$ cat src/rtl/bus_arb_pkg.sv
// Shared types and helpers for the round-robin bus arbiter.
// Latency: n/a (types and pure functions only).
// Backpressure: n/a.
package bus_arb_pkg;

    // Upper bound on hosts supported by the round-robin search helper
    localparam int unsigned MaxHosts              = 32;
    localparam int unsigned NrHostsDefault        = 2;
    localparam int unsigned MaxOutstandingDefault = 4;

    // Index width for n items; a single item still needs one bit
    function automatic int unsigned idx_width(input int unsigned n);
        return (n > 1) ? $clog2(n) : 1;
    endfunction

    localparam int unsigned HostIdxWidth = idx_width(NrHostsDefault);
    typedef logic [HostIdxWidth-1:0] host_idx_t;

    // First set bit of req searching upward from ptr, wrapping modulo n.
    // Returns ptr when nothing is requesting.
    function automatic logic [31:0] rr_next(input logic [MaxHosts-1:0] req,
                                            input logic [31:0]         ptr,
                                            input logic [31:0]         n);
        logic [31:0] idx;
        logic [31:0] win;
        win = ptr;
        // Walk downward so the lowest offset from ptr is written last and wins
        for (int i = MaxHosts - 1; i >= 0; i--) begin
            idx = ptr + 32'(i);
            if (idx >= n) begin
                idx = idx - n;
            end
            if ((32'(i) < n) && req[idx[4:0]]) begin
                win = idx;
            end
        end
        return win;
    endfunction

endpackage

$ cat src/rtl/bus_arb_id_fifo.sv
// In-order FIFO of host IDs for accepted-but-unanswered transactions.
// Latency: push visible at head next cycle; head/count are registered.
// Backpressure: push ignored when full, pop ignored when empty; caller gates on count.
module bus_arb_id_fifo #(
    parameter int unsigned Depth = 4,
    parameter int unsigned Width = 1
) (
    input  logic                           clk_i,
    input  logic                           rst_ni,
    input  logic                           push_i,
    input  logic [Width-1:0]               data_i,
    input  logic                           pop_i,
    output logic [$clog2(Depth+1)-1:0]     count_o,
    output logic [Width-1:0]               head_o
);

    localparam int unsigned PtrW = (Depth > 1) ? $clog2(Depth) : 1;
    localparam int unsigned CntW = $clog2(Depth + 1);

    logic [Width-1:0] r_mem [Depth];
    logic [PtrW-1:0]  r_wr_ptr;
    logic [PtrW-1:0]  r_rd_ptr;
    logic [CntW-1:0]  r_count;
    logic             w_full;
    logic             w_empty;
    logic             w_push;
    logic             w_pop;

    assign w_full  = (r_count == CntW'(Depth));
    assign w_empty = (r_count == '0);
    assign w_push  = push_i & ~w_full;
    assign w_pop   = pop_i & ~w_empty;
    assign count_o = r_count;
    assign head_o  = r_mem[r_rd_ptr];

    // Storage write; contents are meaningless until counted, so no reset
    always_ff @(posedge clk_i) begin
        if (w_push) begin
            r_mem[r_wr_ptr] <= data_i;
        end
    end

    // Pointer and occupancy bookkeeping, both pointers wrap at Depth
    always_ff @(posedge clk_i or negedge rst_ni) begin
        if (!rst_ni) begin
            r_wr_ptr <= '0;
            r_rd_ptr <= '0;
            r_count  <= '0;
        end else begin
            if (w_push) begin
                r_wr_ptr <= (r_wr_ptr == PtrW'(Depth - 1)) ? '0 : r_wr_ptr + 1'b1;
            end
            if (w_pop) begin
                r_rd_ptr <= (r_rd_ptr == PtrW'(Depth - 1)) ? '0 : r_rd_ptr + 1'b1;
            end
            case ({w_push, w_pop})
                2'b10:   r_count <= r_count + 1'b1;
                2'b01:   r_count <= r_count - 1'b1;
                default: r_count <= r_count;
            endcase
        end
    end

endmodule

$ cat src/rtl/bus_rr_arbiter.sv
// Round-robin arbiter sharing one OBI device port between NrHosts hosts; routes responses back in order.
// Latency: zero-cycle request path (gnt same cycle) and zero-cycle response routing.
// Backpressure: grant locked to one host while the device stalls; no requests while MaxOutstanding are pending.
module bus_rr_arbiter
    import bus_arb_pkg::*;
#(
    parameter int unsigned NrHosts        = NrHostsDefault,
    parameter int unsigned DataWidth      = 32,
    parameter int unsigned AddressWidth   = 32,
    parameter int unsigned MaxOutstanding = MaxOutstandingDefault
) (
    input  logic                                    clk_i,
    input  logic                                    rst_ni,
    input  logic [NrHosts-1:0]                      host_req_i,
    output logic [NrHosts-1:0]                      host_gnt_o,
    input  logic [NrHosts-1:0][AddressWidth-1:0]    host_addr_i,
    input  logic [NrHosts-1:0]                      host_we_i,
    input  logic [NrHosts-1:0][DataWidth/8-1:0]     host_be_i,
    input  logic [NrHosts-1:0][DataWidth-1:0]       host_wdata_i,
    output logic [NrHosts-1:0]                      host_rvalid_o,
    output logic [NrHosts-1:0][DataWidth-1:0]       host_rdata_o,
    output logic [NrHosts-1:0]                      host_err_o,
    output logic                                    dev_req_o,
    input  logic                                    dev_gnt_i,
    output logic [AddressWidth-1:0]                 dev_addr_o,
    output logic                                    dev_we_o,
    output logic [DataWidth/8-1:0]                  dev_be_o,
    output logic [DataWidth-1:0]                    dev_wdata_o,
    input  logic                                    dev_rvalid_i,
    input  logic [DataWidth-1:0]                    dev_rdata_i,
    input  logic                                    dev_err_i,
    output logic                                    resp_unexp_o
);

    localparam int unsigned IdW  = idx_width(NrHosts);
    localparam int unsigned CntW = $clog2(MaxOutstanding + 1);

    logic [IdW-1:0]  r_rr_ptr;
    logic            r_lock;
    logic [IdW-1:0]  r_locked_id;
    logic            r_resp_unexp;

    logic [31:0]     w_rr_win;
    logic [IdW-1:0]  w_winner;
    logic            w_full;
    logic            w_hs;
    logic            w_pop;
    logic [CntW-1:0] w_count;
    logic [IdW-1:0]  w_head;
    logic            w_has_out;

    assign w_rr_win  = rr_next(32'(host_req_i), 32'(r_rr_ptr), 32'(NrHosts));
    assign w_winner  = r_lock ? r_locked_id : w_rr_win[IdW-1:0];
    assign w_full    = (w_count == CntW'(MaxOutstanding));
    assign w_has_out = (w_count != '0);

    assign dev_req_o   = (|host_req_i) & ~w_full;
    assign w_hs        = dev_req_o & dev_gnt_i;
    assign dev_addr_o  = host_addr_i[w_winner];
    assign dev_we_o    = host_we_i[w_winner];
    assign dev_be_o    = host_be_i[w_winner];
    assign dev_wdata_o = host_wdata_i[w_winner];

    // Responses always belong to the oldest outstanding transaction
    assign w_pop        = dev_rvalid_i & w_has_out;
    assign host_rdata_o = {NrHosts{dev_rdata_i}};
    assign resp_unexp_o = r_resp_unexp;

    // Steer grant to the winner and the response to the FIFO head
    always_comb begin
        host_gnt_o              = '0;
        host_rvalid_o           = '0;
        host_err_o              = '0;
        host_gnt_o[w_winner]    = w_hs;
        host_rvalid_o[w_head]   = w_pop;
        host_err_o[w_head]      = w_pop & dev_err_i;
    end

    // Round-robin pointer moves past the winner only on an accepted request
    always_ff @(posedge clk_i or negedge rst_ni) begin
        if (!rst_ni) begin
            r_rr_ptr <= '0;
        end else if (w_hs) begin
            r_rr_ptr <= (w_winner == IdW'(NrHosts - 1)) ? '0 : w_winner + 1'b1;
        end
    end

    // Freeze the winner while the device stalls so request fields stay stable
    always_ff @(posedge clk_i or negedge rst_ni) begin
        if (!rst_ni) begin
            r_lock      <= 1'b0;
            r_locked_id <= '0;
        end else if (dev_req_o && !dev_gnt_i) begin
            r_lock      <= 1'b1;
            r_locked_id <= w_winner;
        end else if (w_hs) begin
            r_lock      <= 1'b0;
        end
    end

    // Sticky flag for responses arriving with nothing outstanding
    always_ff @(posedge clk_i or negedge rst_ni) begin
        if (!rst_ni) begin
            r_resp_unexp <= 1'b0;
        end else if (dev_rvalid_i && !w_has_out) begin
            r_resp_unexp <= 1'b1;
        end
    end

    bus_arb_id_fifo #(
        .Depth (MaxOutstanding),
        .Width (IdW)
    ) u_id_fifo (
        .clk_i   (clk_i),
        .rst_ni  (rst_ni),
        .push_i  (w_hs),
        .data_i  (w_winner),
        .pop_i   (w_pop),
        .count_o (w_count),
        .head_o  (w_head)
    );

endmodule
$ cat config.mk
export PLATFORM = sky130hd
export DESIGN_NAME = bus_rr_arbiter
export DESIGN_NICKNAME = d
export VERILOG_FILES = /design/src/rtl/bus_arb_pkg.sv /design/src/rtl/bus_arb_id_fifo.sv /design/src/rtl/bus_rr_arbiter.sv
export SDC_FILE = /design/constraint.sdc
export NUM_CORES = 1
export LEC_CHECK = 0
export CORE_AREA = 2 2 122 124
export CTS_CLUSTER_SIZE = 16
export DETAILED_ROUTE_END_ITERATION = 12
export DIE_AREA = 0 0 124 126
export REMOVE_ABC_BUFFERS = 1
export SYNTH_ARGS = -nofsm -noshare
export SYNTH_HDL_FRONTEND = slang
export SYNTH_HIERARCHICAL = 1
export SYNTH_SLANG_ARGS = --single-unit
$ cat constraint.sdc
create_clock -name clk_i -period 2.15 [get_ports clk_i]
set_input_delay 0.43 -clock clk_i [delete_from_list [all_inputs] [get_ports clk_i]]
set_output_delay 0.43 -clock clk_i [all_outputs]
set_load 0.02 [all_outputs]
---- Word-level counts from Yosys, hierarchy flattened ----
Memory sizes are Yosys's and may differ from the RTL's.
Cells that the tools add are included.
Widths: inputs -> output; s select.
operators by class
  divide/modulo/power cells ............... 0
  multiply operators ...................... 0
  reductions and logical operators ........ 11
  bitwise gates (word level) .............. 11
  shifts and indexed selects .............. 0
  equal/unequal tests ..................... 5
  mux-type cells .......................... 29
  $lt $le $gt $ge ......................... 8
  add/sub/neg operators ................... 8
operators by type and width
  kind                 count
  $mux 32              4
  $mux 1               14
  $lt 5x6->1 const B   2
  $bmux 1 s5           2
  $mux 5               2
  $mux 4               2
  $and 1x1->1          6
  $and 2x2->2          3
  $eq 2x2->1 const B   3
  $pmux 3 s2           1
  $add 2x1->2 const B  2
  $logic_and 1x1->1    4
  $lt 1x2->1 const B   2
  $mux 2               2
  $reduce_bool 2->1    2
  $add 3x1->3 const B  1
  $eq 3x3->1 const B   1
  $logic_not 3->1      1
  $reduce_bool 3->1    1
  $sub 1x2->3 const B  1
  $sub 2x2->3 const B  1
  $sub 3x1->3 const B  1
  $add 1x1->2 const B  1
  $demux 1 s1          2
  other kinds (8)      11
storage, ports and cells
  register bits after elaboration ......... 11
  memory bits (writable) .................. 4
  latch bits .............................. 0
  word-level logic and storage cells ...... 80
  output and inout port bits .............. 141
  memory bits (read-only) ................. 0
  memories ................................ 1
memories
  name             depth  width  read ports  clocked after Yosys merged registers in  write ports  line                   text
  u_id_fifo.r_mem  4      1      1           0                                        1            bus_arb_id_fifo.sv:20  logic [Width-1:0] r_mem [Depth];

---- Logic depth before layout (Yosys ltp) ----
  word-level depth ........................ 13
  mapped depth ............................ 13
  mapped depth without buffers ............ 13

---- Hierarchy ----
Netlist, hierarchy kept.
modules (own cells, without submodules)
  module           instances  area an instance (µm²)  sequential area each (µm²)  cells an instance
  bus_rr_arbiter   1          1,881.8                 100.1                       170
  bus_arb_id_fifo  1          611.8                   295.3                       45

---- Worst setup path before layout ----
No wires, ideal clock.
  path type ............................... register to register
  start point ............................. register u_id_fifo.r_count[0], in the netlist u_id_fifo/count_o[0]
  end point ............................... register u_id_fifo.r_count[2], in the netlist u_id_fifo/count_o[2]
  path buffers ............................ 0
  path slack .............................. -0.366 ns
  stages on the path, launching flop included .. 14
  data required time ...................... 2.019 ns
  period minus slack after synthesis ...... 2.516 ns
  arrival time ............................ 2.385 ns
  cell sequence ........................... dfrtp_1 -> nor2_1 -> a21oi_1 -> nand2_1 -> inv_1 -> inv_1 -> a31oi_4 -> inv_1 -> ha_1 -> inv_1 -> fa_1 -> xor2_1 -> nor2_1 -> xor2_1
between the ends
  word-level cells in the longest chain between the ends .. 7
  elaborated cells on any way between the ends .. 16
RTL lines
  what                                             line                   text
  start: declaration                               bus_arb_id_fifo.sv:23  logic [CntW-1:0] r_count;
  start signal: assignment                         bus_arb_id_fifo.sv:57  2'b10: r_count <= r_count + 1'b1;
  start signal: assignment                         bus_arb_id_fifo.sv:58  2'b01: r_count <= r_count - 1'b1;
  start signal: assignment                         bus_arb_id_fifo.sv:59  default: r_count <= r_count;
  $eq 3x3->1 (*)                                   bus_rr_arbiter.sv:54   assign w_full = (w_count == CntW'(MaxOutstanding));
  $not 1->1 (*)                                    bus_rr_arbiter.sv:57   assign dev_req_o = (|host_req_i) & ~w_full;
  $and 1x1->1 (*)                                  bus_rr_arbiter.sv:57
  named net dev_req_o                              bus_rr_arbiter.sv:23   output logic dev_req_o,
  $and 1x1->1 (*)                                  bus_rr_arbiter.sv:58   assign w_hs = dev_req_o & dev_gnt_i;
  named net w_hs                                   bus_rr_arbiter.sv:46   logic w_hs;
  $and 1x1->1 (*)                                  bus_arb_id_fifo.sv:31  assign w_push = push_i & ~w_full;
  $eq 2x1->1 or $eq 2x2->1 (tied branches)         bus_arb_id_fifo.sv:56  case ({w_push, w_pop})
  $pmux 3 s2 or $reduce_bool 2->1 (tied branches)  -
The timed path passes the listed nets; every way through them passes the cells marked *.
A chain may end at the register's enable or synchronous reset.

---- Worst setup path after layout ----
  start point ............................. register r_lock
  end point ............................... output port dev_wdata_o[15]
between the ends
  word-level cells in the longest chain between the ends .. 3
RTL lines
  what                                        line                  text
  start: declaration                          bus_rr_arbiter.sv:39  logic r_lock;
  start signal: assignment                    bus_rr_arbiter.sv:91  r_lock <= 1'b0;
  start signal: assignment                    bus_rr_arbiter.sv:94  r_lock <= 1'b1;
  start signal: assignment                    bus_rr_arbiter.sv:97  r_lock <= 1'b0;
  $mux 1                                      bus_rr_arbiter.sv:53  assign w_winner = r_lock ? r_locked_id : w_rr_win[IdW-1:0];
  $mux 32 (not written as such) (2 in a row)  bus_rr_arbiter.sv:62  assign dev_wdata_o = host_wdata_i[w_winner];
  end: declaration                            bus_rr_arbiter.sv:28  output logic [DataWidth-1:0] dev_wdata_o,
Every way passes these cells. The select of a mux whose other input is x is not followed.

==> key figures <==
Job
  – MaxCap Viol Count: 0

Timing
  – Final setup violation count: 66
  – Tmin final: around 2.3 ns
  – Max Clock Skew: roughly 0.0014 ns
  – Transition time of the tightest slew-check pin: 0.5624 ns
  – Max Clk Rate: 0.4429 GHz
  – PnR worst setup slack: -0.1079 ns
  – Period utilization: 1.050
  – Slew Viols, Final: 0
  – RSZ-0062 raised after global routing: true
  – Worst slew margin: 0.6239
  – Hold Vio Cnt, Final: 0

Placement
  – Port bufs: ~220
  – Post-DP HPWL: between 9000 and 10000 microns
  – Routability cong.: around 0.84
  – Placed Instances: 571

Clock network
  – Num CTS Buffers: 3
  – CTS root buffer: clkbuf_16
  – Number of clock sinks: 15
  – CTS tree: done
  – Worst-path clk slew: approximately 0.050 ns
  – Max clock buf depth: 2
  – Skew-Pair Late Insertion Delay: between 0.2 and 0.25 ns
  – H-tree Lvls: 1

Floorplan
  – Die W: around 120 microns
  – Core ar.: around 14000 sq um
  – Std-Cell Rows: 44
  – Die height: 126 microns
  – I/O pin cnt: 318
  – Initial core utilization: 0.1742
  – Die area: between 15000 and 20000 sq um

GRT
  – Vias in the first global route: about 2600
  – Global-route wire length before repair: roughly 16000 microns
  – Largest net degree at the start of global routing: 12
  – Initial antenna violation count: 1
  – GRT overflow: 0
  – Total track usage: 0.1384

Worst hold path
  – Hold Path End: resp_unexp_o
  – Worst min-delay path class: input port to flop
  – Worst Hold Launch: dev_rvalid_i
  – WHS Path Cells: 2

Route
  – ANT nets after route: 0
  – DR pass1 iterations: 4
  – Drt first-iter violations: 59
  – Avg WL per Cell: between 15 and 20 microns
  – Via count: around 2300
  – Post-Route WL: between 10000 and 15000 microns
  – Drt drc: 0
  – Mean number of vias per cell: ~3.9

Synth
  – Ys Warns: 6
  – Mapped Cells: between 200 and 250
  – Syn avg cell area: roughly 12 sq um
  – Top cells by area, synth: mux2_4 (41%), buf_4 (19%), dfrtp_1 (11%)
  – Yosys top cell by area: mux2_4
  – Top cell type's share of synthesized area: 0.4094
  – Yosys reg bits: 15
  – Sequential-to-total area share from yosys stat: 0.1586
  – Yosys cell types: 29
  – Syn Std Cell Area: approximately 2500 sq um

Power
  – NetSw: ~2400 uW
  – Clock share of power: 0.059
  – Pwr dens: 1246 nW/um^2
  – Max IR drop VDD: about 610 uV
  – Comb power frac: 0.853
  – Switching Share: 0.3888
  – Leak: 0.002253 uW
  – Pwr Total: around 6000 uW
  – Pint: approximately 3700 uW
  – Flop pwr share: 0.087

Cells and area
  – Final Util: 0.3415
  – Layout cell share with drive strength beyond 1: 0.5000
  – Area grow syn2layout: 96.04%
  – Final antenna diode count: 0
  – Final Non-Filler Cells: 580
  – Fin nets: between 500 and 600

Critical path
  – Reg2reg start: u_id_fifo/count_o[2]
  – Worst endpoint required time: 1.72 ns
  – Crit Path Category: flop to primary output
  – Reg2reg end: u_id_fifo/count_o[2]
  – Worst Path Arrival: 1.83 ns
  – Cell count of the worst reg-to-reg path: 11
  – CP Launch Type: flop
  – R2R Setup Slk: 0.17 ns
  – Crit path max fanout: 8
  – Critical path capture point type: primary output

Outcome
  – Status: finished, violations left
  – Violated checks: negative setup slack
[synthesized netlist by cell type (all sizes together)]
| cell type | number |
|---|---|
| nor2b | 2 |
| dfrtp | 11 |
| mux4 | 1 |
| a21oi | 3 |
| o31ai | 1 |
| fa | 1 |
| buf | 72 |
| nand2 | 3 |
| xnor2 | 1 |
| nor2 | 7 |
| o21ai | 1 |
| and2 | 6 |
| o21a | 1 |
| a21o | 2 |
| ha | 6 |
| and3 | 1 |
| inv | 12 |
| edfxtp | 4 |
| mux2 | 73 |
| nor3 | 2 |
| a31oi | 2 |
| o31a | 1 |
| xor2 | 2 |
[worst max path at each step]
stage                              from  slack (ns)         endpoint  cells past startpoint
after floorplan           host_req_i[0]       -2.40    host_gnt_o[0]                      5
after global placement    host_req_i[1]       -0.89   dev_wdata_o[9]                      7
after detailed placement  host_req_i[1]       -0.88   dev_wdata_o[9]                      7
after CTS                        r_lock       -0.17   dev_addr_o[16]                      6
after global routing             r_lock       -0.15  dev_wdata_o[15]                      5
final                            r_lock       -0.11  dev_wdata_o[15]                      5
[routing by layer]
layer | global-route usage | routed length (microns) | up-vias
met5 | 0.07895 | 137 | -
met4 | 0.01190 | 56 | 8
met3 | 0.09511 | 1718 | 11
met2 | 0.2175 | 5213 | 197
met1 | 0.1551 | 4229 | 1034
li1 | - | - | 1030
[cell usage in the layout, fill, tap and decap left out, drive strengths merged]
master,netlist,routed
clkdlybuf4s50,0,143
buf,72,95
mux2,73,73
inv,12,12
dfrtp,11,11
nor2,7,7
clkbuf,0,7
ha,6,6
and2,6,6
clkdlybuf4s15,0,4
edfxtp,4,4
dlygate4sd2,0,3
a21oi,3,3
nand2,3,3
a21o,2,2
xor2,2,2
nor3,2,2
nor2b,2,2
a31oi,2,2
o31a,1,1
and3,1,1
o21a,1,1
dlymetal6s2s,0,1
o31ai,1,1
mux4,1,1
o21ai,1,1
xnor2,1,1
fa,1,1
[worst max-delay path, cell delays in order (launching register included)]
cell and delay, ns:
dfrtp_1 0.40, o31a_4 0.40, buf_12 0.17, buf_12 0.15, mux2_4 0.31, buf_6 0.14
[metrics by stage]
stage / setup slack, ns / cell area [sq um] / TNS (ns) / hold slack, ns
3_5_place_dp: -0.8753 / 4524 / -58.68 / 0.4682
4_1_cts: -0.1720 / 4883 / -6.613 / 0.4787
5_1_grt: -0.1472 / 4888 / -7.412 / 0.4718
3_3_place_gp: -0.8877 / 4524 / -59.44 / 0.4413
2_1_floorplan: -2.400 / 1871 / -163.99 / 0.1344
6_report: -0.1079 / 4888 / -4.742 / 0.4435
[kinds of logic after synthesis]
logic type | count (synthesis) | share of synthesized area
adders and majority gates | 7 | 0.03813
AOI/OAI and AO/OA | 11 | 0.04014
and+or+nand+nor | 21 | 0.04366
buffers and inverters | 84 | 0.2679
xor gates and xnor gates | 3 | 0.01054
muxes | 74 | 0.4410
DFF | 15 | 0.1586
[power by group through the flow]
stage | logic, uW | clock network (uW) | registers [uW]
detailed placement | 4530 | 0 | 522
CTS | 5250 | 371 | 528
floorplan | 2110 | 0 | 530
finish | 5200 | 362 | 533
global route | 5490 | 386 | 545
global placement | 4470 | 0 | 515
[flip-flops by register name (all words and copies together) (netlist names)]
register and cells:
u_id_fifo/r_mem 4, r_locked_id 1, r_lock 1, u_id_fifo/r_rd_ptr 2, resp_unexp_o 1, u_id_fifo/count_o 3
u_id_fifo/r_wr_ptr 2, r_rr_ptr 1
[cell type report]
cell class	instances	area [sq um]
Timing Repair Buffer	249	2656
Sequential cell	15	395.4
Fill cell	1444	9425
Clock buffer	4	78.83
Multi-Input combinational cell	116	1483
Tap cell	184	230.2
Inverter	12	45.04
[timing repair]
item	CTS	global route
pin swaps	2	3
buffers inserted	2	0
hold buffers	0	0
resized for setup	431	26
endpoints found under the setup margin	78	74
gates cloned	4	0
Note: power is estimated with default switching activity, not from simulation.
